==> src/rtl/uart_tx_fifo.sv <==
// 8N1 UART transmitter, LSB first, with a small byte FIFO in front of it.
// Line, active and done outputs are registered from the FSM state, so each one lags the state by a cycle.
module uart_tx_fifo #(
    parameter int CLKS_PER_BIT = 5207,
    parameter int FIFO_DEPTH   = 4
) (
    input  logic                          i_Clock,
    input  logic                          i_Reset,
    input  logic                          i_Tx_DV,
    input  logic [7:0]                    i_Tx_Byte,
    output logic                          o_Tx_Ready,
    output logic                          o_Overflow,
    output logic [$clog2(FIFO_DEPTH):0]   o_Fifo_Count,
    output logic                          o_Tx_Serial,
    output logic                          o_Tx_Active,
    output logic                          o_Tx_Done
);

    localparam int AW = $clog2(FIFO_DEPTH);
    localparam int CW = (CLKS_PER_BIT > 1) ? $clog2(CLKS_PER_BIT) : 1;
    localparam logic [CW-1:0] CNT_MAX = CW'(CLKS_PER_BIT - 1);
    localparam logic [AW:0]   DEPTH_C = (AW + 1)'(FIFO_DEPTH);

    typedef enum logic [2:0] {
        S_IDLE,
        S_START,
        S_DATA,
        S_STOP,
        S_CLEANUP
    } state_t;

    logic [7:0]    mem_q [FIFO_DEPTH];
    logic [AW-1:0] wr_ptr_q, rd_ptr_q;
    logic [AW:0]   count_q;
    logic          overflow_q;

    state_t        state_q, state_d;
    logic [CW-1:0] clk_cnt_q, clk_cnt_d;
    logic [2:0]    bit_idx_q, bit_idx_d;
    logic [7:0]    shift_q, shift_d;
    logic          serial_q, serial_d;
    logic          active_q, active_d;
    logic          done_q, done_d;

    logic          push;
    logic          pop;
    logic          full;

    assign full = (count_q == DEPTH_C);
    assign push = i_Tx_DV && !full;

    always_ff @(posedge i_Clock) begin
        if (push) begin
            mem_q[wr_ptr_q] <= i_Tx_Byte;
        end
    end

    // Full is judged before any same-cycle pop, so a push at full is always dropped.
    always_ff @(posedge i_Clock) begin
        if (i_Reset) begin
            wr_ptr_q   <= '0;
            rd_ptr_q   <= '0;
            count_q    <= '0;
            overflow_q <= 1'b0;
        end else begin
            overflow_q <= i_Tx_DV && full;
            if (push) begin
                wr_ptr_q <= wr_ptr_q + AW'(1);
            end
            if (pop) begin
                rd_ptr_q <= rd_ptr_q + AW'(1);
            end
            case ({push, pop})
                2'b10:   count_q <= count_q + (AW + 1)'(1);
                2'b01:   count_q <= count_q - (AW + 1)'(1);
                default: count_q <= count_q;
            endcase
        end
    end

    always_comb begin
        state_d   = state_q;
        clk_cnt_d = clk_cnt_q;
        bit_idx_d = bit_idx_q;
        shift_d   = shift_q;
        pop       = 1'b0;
        serial_d  = 1'b1;
        active_d  = 1'b0;
        done_d    = 1'b0;
        case (state_q)
            S_IDLE: begin
                clk_cnt_d = '0;
                bit_idx_d = '0;
                if (count_q != '0) begin
                    pop     = 1'b1;
                    shift_d = mem_q[rd_ptr_q];
                    state_d = S_START;
                end
            end
            S_START: begin
                serial_d = 1'b0;
                active_d = 1'b1;
                if (clk_cnt_q == CNT_MAX) begin
                    clk_cnt_d = '0;
                    bit_idx_d = '0;
                    state_d   = S_DATA;
                end else begin
                    clk_cnt_d = clk_cnt_q + CW'(1);
                end
            end
            S_DATA: begin
                serial_d = shift_q[bit_idx_q];
                active_d = 1'b1;
                if (clk_cnt_q == CNT_MAX) begin
                    clk_cnt_d = '0;
                    if (bit_idx_q == 3'd7) begin
                        state_d = S_STOP;
                    end else begin
                        bit_idx_d = bit_idx_q + 3'd1;
                    end
                end else begin
                    clk_cnt_d = clk_cnt_q + CW'(1);
                end
            end
            S_STOP: begin
                active_d = 1'b1;
                if (clk_cnt_q == CNT_MAX) begin
                    clk_cnt_d = '0;
                    state_d   = S_CLEANUP;
                end else begin
                    clk_cnt_d = clk_cnt_q + CW'(1);
                end
            end
            S_CLEANUP: begin
                done_d  = 1'b1;
                state_d = S_IDLE;
            end
            default: begin
                state_d = S_IDLE;
            end
        endcase
    end

    always_ff @(posedge i_Clock) begin
        if (i_Reset) begin
            state_q   <= S_IDLE;
            clk_cnt_q <= '0;
            bit_idx_q <= '0;
            shift_q   <= '0;
            serial_q  <= 1'b1;
            active_q  <= 1'b0;
            done_q    <= 1'b0;
        end else begin
            state_q   <= state_d;
            clk_cnt_q <= clk_cnt_d;
            bit_idx_q <= bit_idx_d;
            shift_q   <= shift_d;
            serial_q  <= serial_d;
            active_q  <= active_d;
            done_q    <= done_d;
        end
    end

    assign o_Tx_Ready   = !full;
    assign o_Overflow   = overflow_q;
    assign o_Fifo_Count = count_q;
    assign o_Tx_Serial  = serial_q;
    assign o_Tx_Active  = active_q;
    assign o_Tx_Done    = done_q;

endmodule

==> config.mk <==
export PLATFORM = sky130hd
export DESIGN_NAME = uart_tx_fifo
export DESIGN_NICKNAME = d
export VERILOG_FILES = /design/src/rtl/uart_tx_fifo.sv
export SDC_FILE = /design/constraint.sdc
export NUM_CORES = 1
export LEC_CHECK = 0
export CAP_MARGIN = 10
export CORE_MARGIN = 3
export CORE_UTILIZATION = 25
export DETAILED_ROUTE_END_ITERATION = 7
export GPL_TIMING_DRIVEN = 0
export PLACE_DENSITY = 0.44
export SYNTH_ARGS = -nofsm -noshare
export SYNTH_HDL_FRONTEND = slang
export SYNTH_SLANG_ARGS = --single-unit
==> constraint.sdc <==
create_clock -name i_Clock -period 3.2 [get_ports i_Clock]
set_input_delay 0.48 -clock i_Clock [delete_from_list [all_inputs] [get_ports i_Clock]]
set_output_delay 0.48 -clock i_Clock [all_outputs]
set_load 0.02 [all_outputs]
==> results.toml <==
[sta]
relSlewSlack_pct = 53.9
worst_slew_pin_slew_ns = 0.682
clock_skew_ns = 0.00491
slew_viol_final = 0
finalCriticalPeriod_ns = 2.56
fmaxAchievable_mhz = 390
finalSetupViolCount = 0
holdWs_ns = 0.460
rsz0062_at_grt = "no"
fin_setup_tns_ns = 0
finalHoldViolations = 0
final.period_utilization_pct = 80.1

[detailed_routing]
drtAntennaViolNets = 0
drt_iter0_drc = 67
first_pass_iters = 4
vias = 1992
drc = 0
vias_per_cell = 4.62
post_drt_wl_per_cell_um = 14.0
wirelength_mm = 6.06

[power]
comb_power_share_pct = 26.3
power.density_mw_per_mm2 = 752
clockPowerShare_pct = 32.6
total_power_mw = 2.77
ir_drop_mv = 0.322
switching_share_pct = 30.6
leakagePower_nw = 1.23
seqPwrFrac_pct = 41.1
p_int_mw = 1.92
switchingPower_uw = 849

[synth]
synth_edf_count = 32
synthXorXnorAreaFrac_pct = 2.57
ys.flop_type = "dfxtp_1"
synth-seq-cells = 70
synth_top_family_by_area = "simple AND/OR/NAND/NOR gates"
yosysWarnings = 0
avgSynthCellArea_um2 = 12.0
synth_mux_area_share_pct = 8.66
ys_types = 47
async_flop_share_pct = 0
synth-simple-area-share_pct = 17.0
syn_inst = 255
synth_area_mm2 = 0.00306
synth_compound_area_share_pct = 8.46
syn-num-nets = 276
yosysSeqAreaShare_pct = 56.2
synth-adder-area-share_pct = 4.33

[clock_tree]
worstSkewPairLatency_ns = 0.33
cts-resized-gates = 0
cts_sinks = 70
tritoncts = "built"
cts_buffer_depth = 2
cts_buffers = 9
htree_levels = 3
post_cts_buffers = 0
cts.reportedPaths.clkPinSlew_ns = 0.06
hold_buffers = 0
root_buffer = "clkbuf_16"

[placement]
port_buffers = 17
dp_hpwl_mm = 4.14
place.gp.congestion = 0.741

[final_layout]
nNetsFinal = 304
drive_above_1_share_pct = 13.2
antenna_cells = 0
final_util_pct = 31.5
area_growth_pct = 20.3

[floorplanning]
start_util_pct = 26.2
rows = 39
pin_count = 19
fp.dieH_um = 117
coreArea_mm2 = 0.0117
die_area_mm2 = 0.0136
die_w_um = 117

[grt]
antenna_found_initial = 0
grtUsageTotal_pct = 9.71
grt_pass1_vias = 1971
grt_start_max_net_pins = 14
grt_pass1_wl_mm = 10.0
grt_overflow = 0

[worst_setup_path]
crit_type = "reg -> reg"
crit_fanout = 10
arrival_ns = 2.82
critPathCaptureType = "register"
start_kind = "register"
required_ns = 3.46

[job]
cap_viol_max_count = 0

[outcome]
outcome = "completed"

[worst_hold_path]
hold_path.class = "reg -> reg"
==> cells by family (layout without fill, tap and decap cells) <==
kind of cell	Yosys count	after routing
AOI/OAI and AO/OA	40	40
xor gates and xnor gates	9	9
adders and majority gates	10	10
buffers and inverters	19	52
DFF	70	70
muxes	14	14
and+or+nand+nor	93	93
==> worst max-delay path, cell delays in order (launching register included) <==
cell      delay [ns]
dfxtp_1         0.29
buf_2           0.17
or4_1           0.53
buf_2           0.20
clkinv_4        0.10
ha_1            0.18
inv_1           0.06
fa_1            0.37
xor2_1          0.16
or3_1           0.30
a21oi_1         0.14
==> synthesized netlist by cell type (all sizes together) (2+ instances only) <==
master	instances	area (µm²)
inv	6	22.5
mux4	10	225
o211ai	2	15.0
a31oi	14	87.6
ha	9	113
edfxtp	32	961
xor2	6	52.6
or3	2	12.5
nor2	12	45.0
nor4	4	25.0
o21ai	4	20.0
clkbuf	3	11.3
and3	5	31.3
nand2	32	120
nand4	4	25.0
dfxtp	38	761
nor3	5	30.0
xnor2	3	26.3
nor4b	4	50.1
nand3	6	35.0
mux2i	4	40.0
a21oi	13	65.1
buf	9	43.8
nand3b	6	45.0
nand2b	5	31.3
==> stage by stage <==
stage               setup slack (ns)  std cells  instance area [µm²]
floorplan                      0.655        255                 3060
global placement               0.636        415                 3410
detailed placement             0.652        415                 3410
CTS                            0.634        431                 3690
global route                   0.487        431                 3690
finish                         0.637        431                 3690
==> power groups by stage <==
stage	clock network [mW]	logic [mW]	registers (mW)
after floorplan	0	0.523	1.17
after global placement	0	0.741	1.16
after detailed placement	0	0.743	1.16
after CTS	0.935	0.744	1.14
after global routing	0.974	0.814	1.16
final	0.904	0.730	1.14
==> flip-flops by register name, indices dropped and copies added (netlist names) <==
name and flops:
bit_idx_q 3, o_Tx_Serial 1, wr_ptr_q 2, o_Overflow 1
state_q 3, o_Tx_Done 1, shift_q 8, mem_q 32
clk_cnt_q 13, o_Fifo_Count 3, rd_ptr_q 2, o_Tx_Active 1
==> layout make-up <==
type                       count  area [µm²]
buffer                        12        55.1
clock buffer                   9         225
clock inverter                 7        48.8
fill                        1193        8030
inverter                       7        31.3
multi-input combinational    166        1250
sequential                    70        1720
tap                          143         179
timing repair buffer          17         170
==> worst paths after layout <==
kind / startpoint / end / slack (ns) / depth (start not counted)
min: shift_q[4] / shift_q[4] / 0.46 / 2
max: state_q[0] / o_Fifo_Count[2] / 0.64 / 10
max reg2reg: state_q[0] / o_Fifo_Count[2] / 0.64 / 10
min reg2reg: shift_q[4] / shift_q[4] / 0.46 / 2
==> cells in the final DEF, fill, tap and decap left out, types with 2 or more instances in the layout <==
cell	n
nor2_1	12
clkinvlp_4	3
nand4_1	4
buf_2	5
mux2i_1	4
o21ai_0	4
clkdlybuf4s50_1	17
clkbuf_1	3
mux4_2	10
a31oi_1	14
nor3_1	4
o211ai_1	2
nor4b_1	3
edfxtp_1	32
a21oi_1	13
nand3_1	5
xnor2_1	3
or3_1	2
buf_1	3
inv_1	6
clkbuf_16	9
ha_1	9
xor2_1	6
and3_1	5
dfxtp_1	38
nand2b_1	5
clkinv_4	2
nor4_1	4
nand3b_1	6
nand2_1	32
==> metal layers <==
metal	global-route usage, %	share of wire [%]
met1	13.0	51
met5	0	0
met4	3.82	1.8
met2	14.0	43
met3	3.83	4.3
(Power assumes the default switching activity.)
